## config.mk

```make
export PLATFORM = sky130hd
export DESIGN_NAME = seq_calc
export DESIGN_NICKNAME = d
export VERILOG_FILES = /design/src/rtl/calc_pkg.sv /design/src/rtl/seq_calc_iter.sv /design/src/rtl/seq_calc.sv
export SDC_FILE = /design/constraint.sdc
export NUM_CORES = 1
export LEC_CHECK = 0
export ABC_AREA = 1
export BUFFER_PORTS_ARGS = -buffer_cell sky130_fd_sc_hd__buf_2
export CAP_MARGIN = 40
export CORE_MARGIN = 3
export CORE_UTILIZATION = 35
export CTS_BUF_LIST = sky130_fd_sc_hd__clkbuf_8
export CTS_CLUSTER_SIZE = 28
export DETAILED_ROUTE_END_ITERATION = 6
export GPL_TIMING_DRIVEN = 1
export PLACE_DENSITY_LB_ADDON = 0.3
export SLEW_MARGIN = 15
export SYNTH_ARGS = -nofsm -noshare
export SYNTH_HDL_FRONTEND = slang
export SYNTH_SLANG_ARGS = --single-unit
```

## constraint.sdc

```tcl
create_clock -name clk -period 6 [get_ports clk]
set_input_delay 1.2 -clock clk [delete_from_list [all_inputs] [get_ports clk]]
set_output_delay 1.2 -clock clk [all_outputs]
set_load 0.02 [all_outputs]
```

## src/rtl/calc_pkg.sv

```systemverilog
// calc_pkg: constants shared by seq_calc, its iteration step, the board-level
// controller and the testbench.
//   OP_*  : 2-bit opcodes presented on op_sel
//   ST_*  : FSM state encodings, plus the enum built from them
package calc_pkg;

  localparam logic [1:0] OP_ADD = 2'b00;
  localparam logic [1:0] OP_SUB = 2'b01;
  localparam logic [1:0] OP_MUL = 2'b10;
  localparam logic [1:0] OP_DIV = 2'b11;

  localparam logic [1:0] ST_IDLE = 2'd0;
  localparam logic [1:0] ST_RUN  = 2'd1;
  localparam logic [1:0] ST_DONE = 2'd2;

  typedef enum logic [1:0] {
    S_IDLE = ST_IDLE,
    S_RUN  = ST_RUN,
    S_DONE = ST_DONE
  } state_e;

  // True when an accepted opcode completes without iterating:
  // add, sub, and divide by zero.
  function automatic logic op_is_fast(input logic [1:0] op, input logic divisor_zero);
    return (op == OP_ADD) || (op == OP_SUB) || ((op == OP_DIV) && divisor_zero);
  endfunction

endpackage

```

## src/rtl/seq_calc_iter.sv

```systemverilog
// seq_calc_iter: one iteration of the multi-cycle datapath (purely combinational).
//   i_op    : latched opcode; OP_DIV selects the divide step, anything else multiply
//   i_acc   : current accumulator, 2*WIDTH+1 bits
//   i_mcand : multiplicand (latched x)
//   i_dvsr  : divisor (latched y)
//   o_acc   : accumulator after this step
//
// Multiply layout: {carry, hi[WIDTH], lo[WIDTH]}. lo starts as the multiplier;
// each step adds the multiplicand into hi when lo[0] is set, then shifts the
// whole thing right so the partial-sum carry lands in the top of hi.
//
// Divide layout: {rem[WIDTH+1], quo[WIDTH]}. quo starts as the dividend. Each
// step shifts {rem, quo} left by one, trial-subtracts the divisor from the
// remainder and keeps the old value (restore) if the trial goes negative.
module seq_calc_iter
  import calc_pkg::*;
#(
  parameter int WIDTH = 8
) (
  input  logic [1:0]         i_op,
  input  logic [2*WIDTH:0]   i_acc,
  input  logic [WIDTH-1:0]   i_mcand,
  input  logic [WIDTH-1:0]   i_dvsr,
  output logic [2*WIDTH:0]   o_acc
);

  logic [WIDTH:0]   w_psum;
  logic [WIDTH+1:0] w_trial;

  // The shifted remainder is {rem, quo msb}; it stays below 2*divisor, so
  // WIDTH+2 bits are enough for the borrow in the top bit to mean "negative".
  assign w_psum  = {1'b0, i_acc[2*WIDTH-1:WIDTH]} + (i_acc[0] ? {1'b0, i_mcand} : '0);
  assign w_trial = {i_acc[2*WIDTH:WIDTH], i_acc[WIDTH-1]} - {2'b00, i_dvsr};

  always_comb begin
    o_acc = i_acc;
    if (i_op == OP_DIV) begin
      if (w_trial[WIDTH+1]) o_acc = {i_acc[2*WIDTH-1:0], 1'b0};
      else                  o_acc = {w_trial[WIDTH:0], i_acc[WIDTH-2:0], 1'b1};
    end else begin
      o_acc = {1'b0, w_psum, i_acc[WIDTH-1:1]};
    end
  end

endmodule

```

## src/rtl/seq_calc.sv

```systemverilog
// seq_calc: multi-cycle add/sub/mul/div unit with a start/done handshake.
//   clk, rst_n  : clock, asynchronous active-low reset
//   start       : request, sampled only while busy is low
//   x, y        : operands (dividend/multiplicand, divisor/multiplier)
//   op_sel      : OP_ADD / OP_SUB / OP_MUL / OP_DIV
//   busy        : high in RUN and DONE
//   done        : one-cycle pulse, result/flags valid from here on
//   result      : 2*WIDTH-bit result, held until the next completion
//   carry_out   : add/sub carry (sub: 1 = no borrow)
//   overflow    : add/sub signed overflow
//   div_by_zero : divide with y == 0
// Add, sub and divide-by-zero finish straight from IDLE; mul/div spend WIDTH
// cycles in RUN, one bit per cycle, via seq_calc_iter.
module seq_calc
  import calc_pkg::*;
#(
  parameter int WIDTH = 8
) (
  input  logic               clk,
  input  logic               rst_n,
  input  logic               start,
  input  logic [WIDTH-1:0]   x,
  input  logic [WIDTH-1:0]   y,
  input  logic [1:0]         op_sel,
  output logic               busy,
  output logic               done,
  output logic [2*WIDTH-1:0] result,
  output logic               carry_out,
  output logic               overflow,
  output logic               div_by_zero
);

  localparam int CW = (WIDTH > 1) ? $clog2(WIDTH) : 1;
  localparam logic [CW-1:0] CNT_LAST = CW'(WIDTH - 1);

  state_e             r_state, w_next_state;
  logic [CW-1:0]      r_cnt;
  logic [2*WIDTH:0]   r_acc;
  logic [2*WIDTH:0]   w_iter_acc;
  logic [1:0]         r_op;
  logic [WIDTH-1:0]   r_mcand, r_dvsr;
  logic [2*WIDTH-1:0] r_result;
  logic               r_carry, r_ovf, r_dbz, r_busy, r_done;

  logic               w_accept, w_y_zero, w_is_sub, w_ovf, w_last;
  logic [WIDTH-1:0]   w_b;
  logic [WIDTH:0]     w_sum;

  assign w_accept = (r_state == S_IDLE) && start;
  assign w_y_zero = (y == '0);
  assign w_last   = (r_cnt == CNT_LAST);

  // Add/sub straight off the inputs: sub is x + ~y + 1.
  assign w_is_sub = (op_sel == OP_SUB);
  assign w_b      = w_is_sub ? ~y : y;
  assign w_sum    = {1'b0, x} + {1'b0, w_b} + {{WIDTH{1'b0}}, w_is_sub};
  assign w_ovf    = (x[WIDTH-1] == w_b[WIDTH-1]) && (w_sum[WIDTH-1] != x[WIDTH-1]);

  seq_calc_iter #(.WIDTH(WIDTH)) u_iter (
    .i_op    (r_op),
    .i_acc   (r_acc),
    .i_mcand (r_mcand),
    .i_dvsr  (r_dvsr),
    .o_acc   (w_iter_acc)
  );

  always_comb begin
    w_next_state = r_state;
    case (r_state)
      S_IDLE: if (start) w_next_state = op_is_fast(op_sel, w_y_zero) ? S_DONE : S_RUN;
      S_RUN:  if (w_last) w_next_state = S_DONE;
      S_DONE: w_next_state = S_IDLE;
      default: w_next_state = S_IDLE;
    endcase
  end

  always_ff @(posedge clk or negedge rst_n) begin
    if (!rst_n) begin
      r_state  <= S_IDLE;
      r_cnt    <= '0;
      r_acc    <= '0;
      r_op     <= OP_ADD;
      r_mcand  <= '0;
      r_dvsr   <= '0;
      r_result <= '0;
      r_carry  <= 1'b0;
      r_ovf    <= 1'b0;
      r_dbz    <= 1'b0;
      r_busy   <= 1'b0;
      r_done   <= 1'b0;
    end else begin
      r_state <= w_next_state;
      // busy/done are registered copies of the next-state decode.
      r_busy  <= (w_next_state != S_IDLE);
      r_done  <= (w_next_state == S_DONE);

      if (w_accept) begin
        r_op    <= op_sel;
        r_mcand <= x;
        r_dvsr  <= y;
        r_cnt   <= '0;
        r_acc   <= {1'b0, {WIDTH{1'b0}}, (op_sel == OP_MUL) ? y : x};
        case (op_sel)
          OP_ADD, OP_SUB: begin
            r_result <= {{WIDTH{1'b0}}, w_sum[WIDTH-1:0]};
            r_carry  <= w_sum[WIDTH];
            r_ovf    <= w_ovf;
            r_dbz    <= 1'b0;
          end
          OP_DIV: begin
            if (w_y_zero) begin
              r_result <= {x, {WIDTH{1'b1}}};
              r_carry  <= 1'b0;
              r_ovf    <= 1'b0;
              r_dbz    <= 1'b1;
            end
          end
          default: ;
        endcase
      end else if (r_state == S_RUN) begin
        r_acc <= w_iter_acc;
        r_cnt <= r_cnt + CW'(1);
        if (w_last) begin
          r_result <= w_iter_acc[2*WIDTH-1:0];
          r_carry  <= 1'b0;
          r_ovf    <= 1'b0;
          r_dbz    <= 1'b0;
        end
      end
    end
  end

  assign busy        = r_busy;
  assign done        = r_done;
  assign result      = r_result;
  assign carry_out   = r_carry;
  assign overflow    = r_ovf;
  assign div_by_zero = r_dbz;

endmodule

```

# == After elaboration in Yosys (flattened, before gate mapping) ==
# Index checks and enable logic that the tools add are counted.
# totals
ff_bits,61
latch_bits,0
ram_bits,0
romBits,0
out_inout_bits,21
n_memories,0
# classes
addsub,5
n_mul,0
div_mod_pow,0
order_cmp,0
n_eq_ne,11
shifts,0
mux,28
bitwise_logic,1
n_reduce_logical,13
# op_table
op,n
17-bit 2-to-1 mux,4
16-bit 2-to-1 mux,4
16-bit one-hot mux with 2 select lines,1
8-bit 2-to-1 mux,3
10-bit by 8-bit subtractor with 10-bit output,1
8-bit by 8-bit adder with 9-bit output,1
8-bit by 9-bit adder with 9-bit output,1
9-bit by 1-bit adder with 9-bit output,1
"2-bit equality test, second input constant",4
8-bit logical NOT,1
8-bit inverter,1
1-bit 2-to-1 mux,7
2-bit 2-to-1 mux,3
3-bit 2-to-1 mux,2
1-bit one-hot mux with 2 select lines,3
2-bit nonzero test,3
"2-bit by 1-bit equality test with 1-bit output, second input constant",2
2-bit logical NOT,2
2-bit one-hot mux with 2 select lines,1
4-bit AND reduction,1
"3-bit by 1-bit adder with 3-bit output, second input constant",1
"3-bit equality test, second input constant",1
1-bit logical AND,3
"3-bit by 1-bit inequality test with 1-bit output, second input constant",1
5 further kinds,6

# == Longest topological paths before layout ==
# depth
depth_word,8
mapped_depth,15
depth_no_buf,15

# == Modules after synthesis ==
# A second synthesis with hierarchy kept.
# hier_totals
cells_unflattened,597
area_unflattened_um2,4349.2
# by_module_without_submodules
module,n_inst,cells_each,area_each_um2,seq_area_each_um2
seq_calc,1,367,3085.5,1526.5
seq_calc_iter,1,230,1263.7,0.0

# == Worst setup path after synthesis ==
# Ideal clock, no wire load.
# synth_path
kind,input port to flip-flop
from,in op_sel[0]
to,reg r_carry (netlist: carry_out)
setup_ns,0.083
arrival_time_ns,2.782
required_ns,5.917
path_slack_ns,3.135
path_stages,14
n_path_buf,0
cell_sequence,inv_2 -> nor2_4 -> xor2_1 -> fa_1 -> nand3b_1 -> nand2_1 -> nand2_1 -> nand2_1 -> a21oi_1 -> nor2_1 -> nor2_1 -> nor2_1 -> nor2_1 -> o21ai_0
# synth_between
elab_chain_len,6
# synth_lines
item,line,text
from (decl),seq_calc.sv:24,"input logic [1:0] op_sel,"
2-bit by 1-bit equality test with 1-bit output,"seq_calc.sv:54, seq_calc.sv:103",
8-bit 2-to-1 mux,seq_calc.sv:55,assign w_b = w_is_sub ? ~y : y;
8-bit by 8-bit adder with 9-bit output,seq_calc.sv:56,"assign w_sum = {1'b0, x} + {1'b0, w_b} + {{WIDTH{1'b0}}, w_is_sub};"
9-bit by 1-bit adder with 9-bit output,seq_calc.sv:56,
1-bit one-hot mux with 2 select lines,seq_calc.sv:103,case (op_sel)
1-bit 2-to-1 mux,seq_calc.sv:97,if (w_accept) begin
to (signal assigned),seq_calc.sv:106,r_carry <= w_sum[WIDTH];
to (decl),seq_calc.sv:43,"logic r_carry, r_ovf, r_dbz, r_busy, r_done;"
# Several ways; a longest one is shown, not always the timed one.
# A chain may end at the register's enable or synchronous reset.

# == Worst setup path in the final report ==
# layout_path
from,in op_sel[0]
to,reg r_ovf (netlist: overflow)
# layout_between
elab_chain_len,8
# layout_lines
item,line,text
2-bit by 1-bit equality test with 1-bit output,"seq_calc.sv:54, seq_calc.sv:103",
8-bit 2-to-1 mux,seq_calc.sv:55,
8-bit by 8-bit adder with 9-bit output,seq_calc.sv:56,
9-bit by 1-bit adder with 9-bit output,seq_calc.sv:56,
1-bit inequality test,seq_calc.sv:57,assign w_ovf = (x[WIDTH-1] == w_b[WIDTH-1]) && (w_sum[WIDTH-1] != x[WIDTH-1]);
1-bit logical AND,seq_calc.sv:57,
1-bit one-hot mux with 2 select lines,seq_calc.sv:103,
1-bit 2-to-1 mux,seq_calc.sv:97,
to (signal assigned),seq_calc.sv:107,r_ovf <= w_ovf;
to (decl),seq_calc.sv:43,
# Several ways; a longest one is shown, not always the timed one.

==> out/summary.txt <==
outcome -> finished clean
worst relative slew slack -> 58.6%
Chip Height -> 117 um
cts repair resizes -> 0
first-pass GRT wire length -> 19.5 mm
die area -> 0.0137 mm^2
Final Slew Violations -> 0
RSZ-0062 raised after global routing -> false
initial core utilization -> 36.8%
Worst-path clk slew -> 0.07 ns
top_reg_cell synth -> dfrtp_1
CTS sink cnt -> 61
n_diodes -> 0
Final Util -> 41.5%
Req. time, crit path -> 6.25 ns
Cells after DPL -> 731
Setup TNS Final -> 0 ns
WP data arrival -> 3.19 ns
area share of the largest cell type after synthesis -> 35.5%
syn nets -> 609
Synth Area per Inst -> 7.70 um^2
H-tree depth -> 3
critical path class -> input pin to flop
antenna violations before repair -> 0
All-Layer GR Usage -> 18.4%
num rows -> 39
CTS Root Buffer Type -> clkbuf_8
post-place setup slack -> 2.72 ns
critical path buffer and inverter count -> 2
initial drt markers -> 173
Num CTS Buffers -> 9
met3 wire length -> 526 um
met1 wire length -> 5.51 mm
CP max stage cell -> ha_1
Commonest cells post-synth -> 139 x nand2_1, 66 x inv_1, 61 x dfrtp_1, 35 x nor2_1, 35 x o21ai_0
share of layout cells above drive strength 1 -> 19.0%
Fin Hold WS -> 0.485 ns
Worst Hold Class -> flop to flop
YS warnings -> 0
clk buf depth -> 2
Die Wd -> 117 um
First-pass DRT Iterations -> 5
CTS tree -> yes
minimum clock period after layout -> 2.94 ns
gr ovfl total -> 0
worst setup margin -> 3.06 ns
crit path max fanout -> 8
CTS Hold Buffers Added -> 0
max cap viols -> 0
register area share after synthesis -> 35.5%
post-synthesis register bit count -> 61
Critical Path, Cell by Cell -> buf_2 > inv_2 > nor2_4 > xor2_1 > ha_1 > a21oi_1 > nor2_1 > a211oi_1 > nand3_1 > nand2_1 > nand2_1 > nand4_1 > nand2_1
DP HPWL -> 8.79 mm
GP Congestion -> 0.882
vias per cell -> 5.14
mapped cell area -> 0.00430 mm^2
non-filler cells, final -> 749
delay of the slowest critical-path stage -> 0.30 ns
Yosys cell types -> 44
maximum number of pins on one net before global-route repair -> 62
final period utilization -> 49.0%
Setup crit end kind -> flop
Syn Inst Count -> 559
Slew @ Worst Pin -> 0.620 ns
port bufs -> 41
top routing layer used -> met4
WL met2 -> 5.30 mm
drt drc -> 0
worst-skew pair later-pin latency -> 0.35 ns
Final Skew -> 0.00702 ns
Synth async-reset ratio -> 100%
Post-DRT Antenna Nets -> 0
fin nets -> 651
Worst VDD drop -> 221 uV
Core Area -> 0.0117 mm^2
critical path's top delay family -> simple AND/OR/NAND/NOR gates
Post-synth EDFFs -> 0
via count -> 3853
P per Cell Area -> 476 mW/mm^2
Final Hold Vio Count -> 0
CP Launch Type -> input pin
fmax -> 0.340 GHz
vias in the first global route -> 3890
I/O pin count -> 42
synth-to-layout area growth -> 13.0%
cell with the most instances after synthesis -> nand2_1
# Post-CTS Setup Buffers -> 0
leakage -> 2.54 nW
area leader, netlist -> dfrtp_1
wire length per cell -> 15.4 um
final WL -> 11.6 mm
final setup fails -> 0
ranking of synthesized cells by area -> dfrtp_1 35%, nand2_1 12%, ha_1 7.6%
most frequent cell on the critical path -> nand2_1
## path summary, 6_finish.rpt
| path | from | to | slack (ns) | cells past startpoint |
|---|---|---|---|---|
| worst max-delay path | op_sel[0] | overflow$_DFFE_PN0P_ | 3.06 | 13 |
| worst min-delay path | overflow$_DFFE_PN0P_ | overflow$_DFFE_PN0P_ | 0.48 | 2 |
| worst max register to register | r_state[0]$_DFF_PN0_ | result[3]$_DFFE_PN0P_ | 3.66 | 8 |
| worst min register to register | overflow$_DFFE_PN0P_ | overflow$_DFFE_PN0P_ | 0.48 | 2 |
| max in group asynchronous | rst_n | result[14]$_DFFE_PN0P_ | 4.80 | 3 |
| min in group asynchronous | rst_n | result[5]$_DFFE_PN0P_ | 0.90 | 3 |
## worst reg2reg max path, stage by stage, from the launching register on
cell and delay (ns):
dfrtp_1 0.37, inv_1 0.09, nand3_2 0.40, buf_4 0.44
nand2_1 0.14, nand2_2 0.20, inv_2 0.37, nor2_1 0.08
a31oi_1 0.17
## state kept, by name, summed over array words and instances (netlist names), 2 cells and up
name and count:
r_acc 17, r_state 2, r_cnt 3, r_dvsr 8
result 16, r_mcand 8, r_op 2
## metrics by stage
stage	total power, mW	instance area [um^2]
floorplan	1.63	4300
global placement	1.93	4630
detailed placement	1.95	4630
CTS	2.33	4830
global route	2.52	4860
finish	2.31	4860
## layout make-up
type / count / area (um^2)
clock inverters: 6 / 55.1
flip-flops and latches: 61 / 1530
well taps: 143 / 179
repair buffers: 48 / 278
fillers: 1240 / 6850
inverters: 71 / 267
clock buffers: 10 / 138
multi-input cells: 410 / 2420
## power by group
part	switching, mW	total, mW	internal (mW)
Clock	0.170	0.369	0.199
Combinational	0.800	1.27	0.469
Sequential	0.119	0.674	0.555
## cells by family after synthesis
kind of cell             after synthesis  synth area share [%]
AO/OA/AOI/OAI                        115                  16.2
XOR/XNOR                              13                  2.65
adder cells (fa/ha/maj)               29                  8.95
buffers and inverters                 88                  8.31
flip-flops                            61                  35.5
AND/OR/NAND/NOR                      253                  28.5
## routing by layer
layer,up-vias,track usage (%)
li1,1941,-
met1,1808,24.5
met2,84,29.9
met3,20,4.27
met4,0,5.28
met5,-,0
## layout by cell type, fill, tap and decap left out, types with 9 or more instances in the layout
cell type and n:
nand2_1 139, inv_1 68, dfrtp_1 61, buf_2 41, nor2_1 35, o21ai_0 35
a21oi_1 30, ha_1 26, nand3_1 25, a31oi_1 15, nand3_2 14, nand2_2 12
clkbuf_8 10, nand4_1 9
Power figures use the tool's default switching activity.
